$ cat config.mk
export PLATFORM = sky130hd
export DESIGN_NAME = rom_arbiter
export DESIGN_NICKNAME = d
export VERILOG_FILES = /design/src/rtl/rom_arbiter.sv
export SDC_FILE = /design/constraint.sdc
export NUM_CORES = 1
export LEC_CHECK = 0
export ABC_AREA = 1
export CORE_AREA = 8 8 92 94
export CTS_CLUSTER_DIAMETER = 60
export DETAILED_ROUTE_END_ITERATION = 16
export DIE_AREA = 0 0 100 102
export PLACE_DENSITY = 0.74
export SETUP_SLACK_MARGIN = 0.02
export SLEW_MARGIN = 20
export SYNTH_ARGS = -nofsm -noshare
export SYNTH_HDL_FRONTEND = slang
export SYNTH_SLANG_ARGS = --single-unit
$ cat constraint.sdc
create_clock -name clk -period 1.7 [get_ports clk]
set_clock_uncertainty 0.1 [all_clocks]
set_input_delay 0.34 -clock clk [delete_from_list [all_inputs] [get_ports clk]]
set_output_delay 0.34 -clock clk [all_outputs]
set_load 0.05 [all_outputs]
$ cat src/rtl/rom_arbiter.sv
// Round-robin two-master arbiter and strobe sequencer in front of the single-port instruction ROM.
// Optional WAIT timeout with bus_err reporting is compiled in when ROM_ARB_TIMEOUT_EN is defined.
module rom_arbiter #(
  parameter int ADDR_W  = 11,
  parameter int DATA_W  = 32,
  parameter int TIMEOUT = 15
) (
  input  logic              clk,
  input  logic              reset,
  input  logic              m0_cs_,
  input  logic              m0_as_,
  input  logic [ADDR_W-1:0] m0_addr,
  output logic [DATA_W-1:0] m0_rd_data,
  output logic              m0_rdy_,
  input  logic              m1_cs_,
  input  logic              m1_as_,
  input  logic [ADDR_W-1:0] m1_addr,
  output logic [DATA_W-1:0] m1_rd_data,
  output logic              m1_rdy_,
  output logic              rom_cs_,
  output logic              rom_as_,
  output logic [ADDR_W-1:0] rom_addr,
  input  logic [DATA_W-1:0] rom_rd_data,
  input  logic              rom_rdy_,
  output logic              bus_err
);

  typedef enum logic [1:0] {
    IDLE,
    ISSUE,
    WAIT,
    RESP
  } state_t;

  state_t            state_q, state_d;
  logic              grant_q, grant_d;
  logic              last_grant_q, last_grant_d;
  logic              strobe_q, strobe_d;
  logic [ADDR_W-1:0] rom_addr_q, rom_addr_d;
  logic [DATA_W-1:0] data_q, data_d;
  logic              m0_rdy_q, m0_rdy_d;
  logic              m1_rdy_q, m1_rdy_d;

  logic              m0_req;
  logic              m1_req;
  logic              pick;
  logic              timeout_hit;

  assign m0_req = ~m0_cs_ & ~m0_as_;
  assign m1_req = ~m1_cs_ & ~m1_as_;

  // Grant encoding: 0 selects m0, 1 selects m1; a tie goes to whoever lost last time.
  always_comb begin
    pick = 1'b0;
    if (m0_req && m1_req) begin
      pick = ~last_grant_q;
    end else if (m1_req) begin
      pick = 1'b1;
    end
  end

`ifdef ROM_ARB_TIMEOUT_EN
  localparam int               CNT_W    = $clog2(TIMEOUT + 1);
  localparam logic [CNT_W-1:0] CNT_LAST = CNT_W'(TIMEOUT - 1);

  logic [CNT_W-1:0] cnt_q, cnt_d;
  logic             bus_err_q, bus_err_d;

  // The counter value is the number of WAIT cycles already completed.
  always_comb begin
    cnt_d = cnt_q;
    if (state_q == ISSUE) begin
      cnt_d = '0;
    end else if (state_q == WAIT) begin
      cnt_d = cnt_q + CNT_W'(1);
    end
  end

  assign timeout_hit = (state_q == WAIT) && rom_rdy_ && (cnt_q == CNT_LAST);
  assign bus_err_d   = timeout_hit;

  always_ff @(posedge clk) begin
    if (reset) begin
      cnt_q     <= '0;
      bus_err_q <= 1'b0;
    end else begin
      cnt_q     <= cnt_d;
      bus_err_q <= bus_err_d;
    end
  end

  assign bus_err = bus_err_q;
`else
  assign timeout_hit = 1'b0;
  assign bus_err     = 1'b0;
`endif

  always_comb begin
    state_d      = state_q;
    grant_d      = grant_q;
    last_grant_d = last_grant_q;
    strobe_d     = 1'b1;
    rom_addr_d   = rom_addr_q;
    data_d       = data_q;
    m0_rdy_d     = 1'b1;
    m1_rdy_d     = 1'b1;
    case (state_q)
      IDLE: begin
        if (m0_req || m1_req) begin
          state_d      = ISSUE;
          grant_d      = pick;
          last_grant_d = pick;
          rom_addr_d   = pick ? m1_addr : m0_addr;
          strobe_d     = 1'b0;
        end
      end
      ISSUE: begin
        state_d = WAIT;
      end
      WAIT: begin
        // A ready seen in the timeout cycle still delivers real data.
        if (!rom_rdy_ || timeout_hit) begin
          state_d  = RESP;
          data_d   = rom_rdy_ ? '0 : rom_rd_data;
          m0_rdy_d = grant_q;
          m1_rdy_d = ~grant_q;
        end
      end
      RESP: begin
        state_d = IDLE;
      end
      default: begin
        state_d = IDLE;
      end
    endcase
  end

  always_ff @(posedge clk) begin
    if (reset) begin
      state_q      <= IDLE;
      grant_q      <= 1'b0;
      last_grant_q <= 1'b1;
      strobe_q     <= 1'b1;
      rom_addr_q   <= '0;
      data_q       <= '0;
      m0_rdy_q     <= 1'b1;
      m1_rdy_q     <= 1'b1;
    end else begin
      state_q      <= state_d;
      grant_q      <= grant_d;
      last_grant_q <= last_grant_d;
      strobe_q     <= strobe_d;
      rom_addr_q   <= rom_addr_d;
      data_q       <= data_d;
      m0_rdy_q     <= m0_rdy_d;
      m1_rdy_q     <= m1_rdy_d;
    end
  end

  assign rom_cs_    = strobe_q;
  assign rom_as_    = strobe_q;
  assign rom_addr   = rom_addr_q;
  assign m0_rd_data = data_q;
  assign m1_rd_data = data_q;
  assign m0_rdy_    = m0_rdy_q;
  assign m1_rdy_    = m1_rdy_q;

endmodule

==> impl_metrics.tcl <==
set metrics [dict create \
    p_leak_uw 0.00172 \
    rsz0062_at_grt "false" \
    post-dp-hpwl_um 5420 \
    setup_viol 0 \
    diodes 0 \
    hold_viol_final 0 \
    crit_arrival_ns 1.62 \
    period_needed_ns 1.49 \
    power_switching_uw 2510 \
    netlist-cell-type-count 20 \
    combPwrFrac_pct 55.8 \
    synth.top_cell.area_share_pct 42.2 \
    hold-path-cell-count 1 \
    first_pass_iters 4 \
    clock_path_buffers 2 \
    start_util_pct 33.6 \
    viasPerCell 4.32 \
    fin_cells 528 \
    cts_setup_buffers 0 \
    wl_um 6880 \
    dieHeight_um 102 \
    netlist_area_um2 2370 \
    grt_max_degree 29 \
    dr.first_iter.drc_count 69 \
    grt_usage_pct 13.1 \
    cts-resized-gates 0 \
    yosysTopAreaCell "dfxtp_1" \
    fin_total_pwr_uw 5240 \
    io_pins 141 \
    ys_seq_area_share_pct 42.2 \
    hold_buffers 0 \
    syn-num-nets 388 \
    via_count 2279 \
    max_cap_violations 0 \
    ys_ff_latch 50 \
    ant_nets 0 \
    dpl.cell_count 520 \
    clock_latency_ns 0.28 \
    gp_congestion 0.761 \
    drive_gt1_share_pct 24.5 \
    num_rows 31 \
    cp-start-kind "primary input" \
    p_clk_share_pct 13.3 \
    fillCellCount 703 \
    ff_latch_area_um2 1000 \
    crit_end "rom_addr[8]" \
    reg2reg_depth 6 \
    path_max_fanout 22 \
    required_ns 1.84 \
    whs_ns 0.336 \
    clkSlewWorstSetupHoldPaths_ns 0.09 \
    fp.coreArea_um2 7060 \
    cts-root-buf "clkbuf_8" \
    reg2reg_to "grant_q" \
    critPathKind "primary input to flop" \
    slew_violations 0 \
    ys_warn_count 0 \
    setup_tns_ns 0 \
    port_buffers 139 \
    p_per_area_nw_per_um2 1430 \
    crit_path_start "m0_cs_" \
    drc 0 \
    finalCritPeriodShare_pct 87.5 \
    end_kind "flop" \
    cts_buffers 5 \
    multi_input_area_um2 931 \
    internal_power_uw 2720 \
    finalNetCount 491 \
    wl_per_cell_um 13.0 \
    hold_path.class "flop to flop" \
    die_w_um 100 \
    cts_max_level 2 \
    fin_util_pct 51.8 \
    status "complete, no violations" \
    seqPwrFrac_pct 31.0 \
    peakVddDrop_uv 604 \
    cts_tree "yes" \
    grt_pass1_vias 2361 \
    r2r_slack_ns 0.27 \
    die_area_um2 10200 \
    syn2layout_area_growth_pct 54.2 \
    r2r_start "state_q[0]" \
    globalRouteOverflowTotal 0 \
    clock_sinks 50 \
    syn_avg_cell_area_um2 7.30 \
    switching_share_pct 48.0 \
    yosys-top-cells-area "dfxtp_1 (42%), nor2_1 (14%), buf_4 (11%)" \
    antenna_found_initial 0 \
    syn_inst 325 \
    fmax_mhz 673 \
    grt_pass1_wl_um 10900 \
]
==> per-layer routing <==
| layer | track usage, % | vias up | part of all wire (%) |
|---|---|---|---|
| li1 | - | 1175 | - |
| met3 | 3.75 | 2 | 7.7 |
| met2 | 23.6 | 88 | 50 |
| met1 | 14.5 | 1014 | 42 |
| met4 | 4.53 | 0 | 0.80 |
| met5 | 0 | - | 0 |
==> power by group through the flow <==
stage | logic [uW] | clock network (uW) | registers, uW
after floorplan | 1400 | 0 | 2340
after global placement | 2910 | 0 | 1640
after detailed placement | 2950 | 0 | 1640
after CTS | 2960 | 733 | 1620
after global routing | 3120 | 773 | 1660
final | 2920 | 696 | 1620
==> state kept, by name (all words and copies together) (netlist names) <==
name and flops:
grant_q 1, last_grant_q 1, m0_rdy_ 1, rom_addr 11, rom_as_ 1, m0_rd_data 32, m1_rdy_ 1, state_q 2
==> worst max-delay path: stages <==
cell,delay (ns)
clkdlybuf4s50_1,0.46
nor2_4,0.17
nand2_2,0.24
a21boi_0,0.26
nor2_1,0.07
nor2_1,0.08
==> cells in the final DEF (no fill, tap or decap) <==
cell type and n:
a21boi_1 2, a21boi_0 9, a21oi_1 3, conb_1 1, o21ai_0 33, clkbuf_8 6
inv_1 20, clkinvlp_4 1, clkdlybuf4s50_1 60, nor2_1 87, nand2_1 41, buf_4 73
nand3_1 16, nor2_2 1, ha_1 2, buf_12 14, a21oi_2 1, inv_2 1
clkinv_2 1, nor2_4 4, nand2_2 3, dfxtp_1 50
==> how the worst min path moves through the flow <==
stage | startpoint | to
final | grant_q | m1_rdy_
after global routing | grant_q | m1_rdy_
after CTS | grant_q | m1_rdy_
after detailed placement | grant_q | m1_rdy_
after global placement | grant_q | m1_rdy_
after floorplan | grant_q | m1_rdy_
==> area by class of cell <==
cell class                 count  share of cell area, %
timing repair buffer         147                   39.1
clock inverter                 2                  0.342
tap                           99                   3.39
multi-input combinational    203                   25.4
inverter                      21                   2.15
clock buffer                   6                   2.26
sequential                    50                   27.4
==> through the flow <==
step                      worst slack [ns]  instance area [um2]
after floorplan                      0.351                 2370
after global placement            -0.00414                 3560
after detailed placement           -0.0973                 3560
after CTS                            0.218                 3660
after global routing                 0.121                 3660
final                                0.213                 3660
==> Yosys cell counts, drive strengths merged <==
cell type and instances:
nor2 92, ha 2, inv 21, clkbuf 2
dfxtp 50, nand3 16, nand2 44, conb 1
a21boi 11, buf 49, o21ai 33, a21oi 4
==> cells by family after synthesis <==
| logic type | after synthesis | synth area share, % |
|---|---|---|
| compound gates | 48 | 11.4 |
| fa+ha+maj | 2 | 1.05 |
| buf+inv | 72 | 18.6 |
| flops | 50 | 42.2 |
| other cells | 1 | 0.158 |
| simple gates | 152 | 26.6 |
No activity file was read; power rests on OpenSTA's default activity.
